$ cat src/rtl/mem_port_arbiter.sv
// rtl/mem_port_arbiter.sv - shares the single-port MemUnit between instruction fetch and load/store
// Optional feature macro: MEM_ARB_PERF_EN (adds grant/conflict performance counters)
module mem_port_arbiter #(
   parameter int DATA_W       = 32,
   parameter int MEM_LAT      = 1,
   parameter int STARVE_LIMIT = 4
) (
   input  logic              _clk,
   input  logic              _reset,
   // instruction fetch: read-only requester
   input  logic              _if_req_valid,
   input  logic [DATA_W-1:0] _if_vptr,
   output logic              if_req_ready_,
   output logic              if_rsp_valid_,
   output logic [DATA_W-1:0] if_rsp_data_,
   input  logic              _if_rsp_ready,
   // load/store: read/write requester
   input  logic              _ls_req_valid,
   input  logic              _ls_we,
   input  logic [DATA_W-1:0] _ls_vptr,
   input  logic [DATA_W-1:0] _ls_data,
   output logic              ls_req_ready_,
   output logic              ls_rsp_valid_,
   output logic [DATA_W-1:0] ls_rsp_data_,
   input  logic              _ls_rsp_ready,
   // MemUnit side
   output logic              mem_we_,
   output logic [DATA_W-1:0] mem_vptr_,
   output logic [DATA_W-1:0] mem_data_,
   input  logic [DATA_W-1:0] _mem_value,
   output logic              busy_
`ifdef MEM_ARB_PERF_EN
   ,
   output logic [31:0]       perf_if_grants_,
   output logic [31:0]       perf_ls_grants_,
   output logic [31:0]       perf_conflicts_
`endif
);

   localparam int CNT_W = $clog2(MEM_LAT + 1);
   localparam int SW    = $clog2(STARVE_LIMIT + 1);
   localparam logic [CNT_W-1:0] CNT_LOAD   = CNT_W'(MEM_LAT);
   localparam logic [CNT_W-1:0] CNT_FINAL  = CNT_W'(1);
   localparam logic [SW-1:0]    STARVE_MAX = SW'(STARVE_LIMIT);

   typedef enum logic [1:0] {
      IDLE   = 2'd0,
      ACCESS = 2'd1,
      RESP   = 2'd2
   } state_t;

   state_t            state;
   logic              owner_ls;     // 1: LS owns the current access, 0: IF
   logic              we_q;
   logic [CNT_W-1:0]  cnt;
   logic [SW-1:0]     starve_cnt;
   logic [DATA_W-1:0] rsp_data;

   logic in_idle;
   logic in_access;
   logic in_resp;
   logic if_win;
   logic ls_win;
   logic accept;
   logic final_cycle;
   logic rsp_done;

   assign in_idle   = (state == IDLE);
   assign in_access = (state == ACCESS);
   assign in_resp   = (state == RESP);

   // LS has priority unless IF has been passed over STARVE_LIMIT times in a row
   assign if_win = _if_req_valid && (!_ls_req_valid || (starve_cnt == STARVE_MAX));
   assign ls_win = _ls_req_valid && !if_win;

   // ready is combinational so the winner is accepted in the same IDLE cycle
   assign if_req_ready_ = in_idle && if_win;
   assign ls_req_ready_ = in_idle && ls_win;
   assign accept        = if_req_ready_ || ls_req_ready_;

   // the write strobe lasts only the last ACCESS cycle; decoded from reset-cleared state so it drops asynchronously
   assign final_cycle = in_access && (cnt == CNT_FINAL);
   assign mem_we_     = final_cycle && we_q;

   assign if_rsp_valid_ = in_resp && !owner_ls;
   assign ls_rsp_valid_ = in_resp && owner_ls;
   assign if_rsp_data_  = rsp_data;
   assign ls_rsp_data_  = rsp_data;
   assign rsp_done      = owner_ls ? _ls_rsp_ready : _if_rsp_ready;

   assign busy_ = !in_idle;

   // access FSM: latch request on handshake, drive MemUnit for MEM_LAT cycles, hold response until consumed
   always_ff @(posedge _clk or negedge _reset) begin
      if (!_reset) begin
         state      <= IDLE;
         owner_ls   <= 1'b0;
         we_q       <= 1'b0;
         cnt        <= '0;
         starve_cnt <= '0;
         rsp_data   <= '0;
         mem_vptr_  <= '0;
         mem_data_  <= '0;
      end else begin
         case (state)
            IDLE: begin
               if (accept) begin
                  owner_ls  <= ls_win;
                  we_q      <= ls_win && _ls_we;
                  mem_vptr_ <= ls_win ? _ls_vptr : _if_vptr;
                  // IF carries no write data; drive zeros rather than a stale LS value
                  mem_data_ <= ls_win ? _ls_data : '0;
                  cnt       <= CNT_LOAD;
                  state     <= ACCESS;
                  if (if_win) begin
                     starve_cnt <= '0;
                  end else if (_if_req_valid) begin
                     if (starve_cnt != STARVE_MAX) begin
                        starve_cnt <= starve_cnt + SW'(1);
                     end
                  end else begin
                     starve_cnt <= '0;
                  end
               end
            end
            ACCESS: begin
               cnt <= cnt - CNT_W'(1);
               if (cnt == CNT_FINAL) begin
                  // writes echo their own data; reads capture the MemUnit value
                  rsp_data <= we_q ? mem_data_ : _mem_value;
                  state    <= RESP;
               end
            end
            RESP: begin
               if (rsp_done) begin
                  state <= IDLE;
               end
            end
            default: begin
               state <= IDLE;
            end
         endcase
      end
   end

`ifdef MEM_ARB_PERF_EN
   // performance counters: grants per requester and IDLE cycles where both request, wrapping at 2^32
   always_ff @(posedge _clk or negedge _reset) begin
      if (!_reset) begin
         perf_if_grants_ <= '0;
         perf_ls_grants_ <= '0;
         perf_conflicts_ <= '0;
      end else begin
         if (if_req_ready_) begin
            perf_if_grants_ <= perf_if_grants_ + 32'd1;
         end
         if (ls_req_ready_) begin
            perf_ls_grants_ <= perf_ls_grants_ + 32'd1;
         end
         if (in_idle && _if_req_valid && _ls_req_valid) begin
            perf_conflicts_ <= perf_conflicts_ + 32'd1;
         end
      end
   end
`endif

endmodule

$ cat config.mk
export PLATFORM = sky130hd
export DESIGN_NAME = mem_port_arbiter
export DESIGN_NICKNAME = d
export VERILOG_FILES = /design/src/rtl/mem_port_arbiter.sv
export SDC_FILE = /design/constraint.sdc
export NUM_CORES = 1
export LEC_CHECK = 0
export CAP_MARGIN = 10
export CORE_UTILIZATION = 40
export CTS_CLUSTER_SIZE = 16
export DETAILED_ROUTE_END_ITERATION = 16
export PLACE_DENSITY = 0.83
export SLEW_MARGIN = 15
export SYNTH_ARGS = -nofsm -noshare
export SYNTH_HDL_FRONTEND = slang
export SYNTH_SLANG_ARGS = --single-unit
$ cat constraint.sdc
create_clock -name _clk -period 2.1 [get_ports _clk]
set_input_delay 0.42 -clock _clk [delete_from_list [all_inputs] [get_ports _clk]]
set_output_delay 0.42 -clock _clk [all_outputs]
set_load 0.02 [all_outputs]
==> flow_summary.toml <==
[placement]
dp.final_hpwl_um = 11900
preCtsSetupSlack_ps = -476
gp_congestion = 0.820
io_buffers = 268
place_inst = 861

[grt]
grt_pass1_wl_um = 24500
grt_pass1_vias = 4757
grt_usage = 0.239
grt_max_degree = 67
grt_overflow_total = 0
grt_antenna_before_repair = 0

[synthesis]
yosys_warnings = 0
yosysMostFrequentCell = "dfrtp_1"
async_flop_share = 1.00
syn-num-nets = 610
syn_avg_cell_area_sq_um = 10.9
synthFlopType = "dfrtp_1"
ys_ff_latch = 104
synthesis.instances = 473
yosys.area.top_type_share = 0.505
synth_commonest_cells = "dfrtp_1, inv_1, a22o_1, nand2_1, o21ai_0"
netlist_area_sq_um = 5150
ys_seq_area_frac = 0.505
synthTopCellsByArea = "dfrtp_1, o221ai_2, mux2i_1"
yosys.area.top_type = "dfrtp_1"
synth.distinct_cells = 33
synth_edf_count = 0

[routing]
ant_nets = 0
dr.pass1.iters = 4
wl_um = 16000
vias_per_cell = 5.29
drc = 0
post_drt_wl_per_cell_um = 18.2
drt-initial-drc-count = 273
num_vias = 4637

[clock_tree]
insertion_delay_ps = 340
cts_buffers = 9
cts_hold_buf = 0
postCtsSetupBuffers = 0
htree_levels = 3
cts_root_buffer = "clkbuf_16"
clock_path_buffers = 2
path_clk_slew_ps = 80
cts_tree = "yes"
cts_sinks = 104

[timing]
maxSlewViolCount = 0
tightest_slew_ps = 587
hold_viol = 0
grt_setup_unrepaired = "no"
setup_tns_ps = 0
fmax_mhz = 494
setup_viol = 0
post-route-period-util = 0.965
fin_crit_ps = 2030
finClkSkew_ps = 12.6
timing.slew.headroom = 0.609
setup_ws_ps = 74.1
hold-worst-slack_ps = 58.1

[pwr]
internal_power_mw = 7.59
p_leak_nw = 3.42
power_frac_comb = 0.578
ir_drop_mv = 0.820
pwr-share-seq = 0.288
p_sw_mw = 5.48
p_per_area_nw_per_um2 = 1610
switching_share = 0.420
clockPowerShare = 0.134

[setup_path]
cp_cell_sequence = "inv_1 > ha_2 > a21boi_1 > nor3b_2 > buf_4"
crit_required_ps = 1680
slowest_delay_ps = 400
rrSetupSlack_ps = 290
worstSetupEndpointType = "primary output"
cp-start-kind = "flip-flop"
cp_max_fo = 3
path_delay_family = "flip-flops"
crit_buf_inv = 2
critPathSlowestCell = "dfrtp_1"
critical_path_class = "flip-flop to primary output"
arrival_ps = 1610

[die]
rows = 41
io_pins = 269
dieArea_sq_um = 13300
die_h_um = 115
fp.coreArea_sq_um = 12600
start_util = 0.410
dieWidth_um = 115

[final_layout]
syn_to_final_growth_pct = 57.8
stdcell_count = 877
diodes = 0
fill_cells = 977
nets = 837
drive_gt1_frac = 0.112

[run_status]
status = "finished clean"

[job]
maxCapViolations = 0

[worst_hold_path]
hp-class = "input pin to async pin"
[placed cells by master (no fill, tap or decap), types with 2 or more instances in the layout]
| cell type | n |
|---|---|
| clkdlybuf4s50_1 | 261 |
| dfrtp_1 | 103 |
| inv_1 | 37 |
| a22o_1 | 34 |
| nand2_1 | 34 |
| o21ai_0 | 34 |
| nand3_1 | 33 |
| mux2i_1 | 33 |
| nand4_1 | 32 |
| o221ai_2 | 28 |
| buf_4 | 21 |
| clkbuf_16 | 9 |
| buf_12 | 5 |
| o221ai_1 | 4 |
| dlygate4sd2_1 | 4 |
| inv_6 | 3 |
| nor3b_1 | 2 |
| nor2_1 | 2 |
| nand2b_1 | 2 |
| clkinv_4 | 2 |
[flip-flops by register name (all words and copies together) (netlist names)]
register / flops
starve_cnt: 3
we_q: 1
mem_vptr_: 32
owner_ls: 1
mem_data_: 32
state: 2
if_rsp_data_: 32
cnt: 1
[layer usage]
layer,vias up,GRT usage,share of wire
met5,-,0,0
met4,0,0.0788,0.020
met3,21,0.0701,0.094
met2,237,0.421,0.51
met1,2249,0.280,0.38
li1,2130,-,-
[final timing paths]
| check | startpoint | to | depth (start not counted) |
|---|---|---|---|
| worst max-delay path | starve_cnt[0] | if_req_ready_ | 5 |
| worst min-delay path | _reset | if_rsp_data_[0] | 1 |
| worst max register to register | starve_cnt[0] | mem_vptr_[25] | 7 |
| worst min register to register | if_rsp_data_[10] | if_rsp_data_[10] | 2 |
| max in group asynchronous | _reset | mem_vptr_[28] | 2 |
| min in group _clk | if_rsp_data_[10] | if_rsp_data_[10] | 2 |
[final cells by class]
| cell class | count | area [sq um] | area share |
|---|---|---|---|
| Timing Repair Buffer | 292 | 2920 | 0.359 |
| Inverter | 37 | 139 | 0.0171 |
| Sequential cell | 104 | 2600 | 0.320 |
| Clock inverter | 6 | 73.8 | 0.00909 |
| Clock buffer | 10 | 239 | 0.0294 |
| Multi-Input combinational cell | 256 | 1940 | 0.239 |
| Tap cell | 172 | 215 | 0.0265 |
[power groups by stage]
stage / logic (mW) / registers [mW] / clock network (mW)
after global routing: 8.07 / 3.89 / 1.87
final: 7.56 / 3.77 / 1.75
after floorplan: 3.44 / 4.75 / 0
after CTS: 7.60 / 3.76 / 1.79
after global placement: 7.43 / 3.72 / 0
after detailed placement: 7.58 / 3.79 / 0
[what timing repair did]
action / in CTS / in global routing
setup endpoints to repair: 6 / 2
pin swaps: 1 / 0
endpoints found under the hold margin: 0 / 0
gates resized for setup: 15 / 2
[through the flow]
| step | power (mW) | instance area [sq um] | util |
|---|---|---|---|
| 6_report | 13.1 | 8130 | 0.646 |
| 3_3_place_gp | 11.2 | 7810 | 0.621 |
| 5_1_grt | 13.8 | 8130 | 0.646 |
| 4_1_cts | 13.2 | 8120 | 0.646 |
| 2_1_floorplan | 8.20 | 5150 | - |
| 3_5_place_dp | 11.4 | 7810 | 0.621 |
[logic make-up (layout without fill, tap and decap cells)]
group | count (synthesis) | after routing | share of synthesized area
simple gates | 115 | 115 | 0.117
buf+inv | 113 | 345 | 0.121
compound gates | 105 | 105 | 0.186
flops | 104 | 104 | 0.505
mux | 34 | 34 | 0.0663
fa+ha+maj | 2 | 2 | 0.00486
Note: power is estimated with default switching activity, not from simulation.
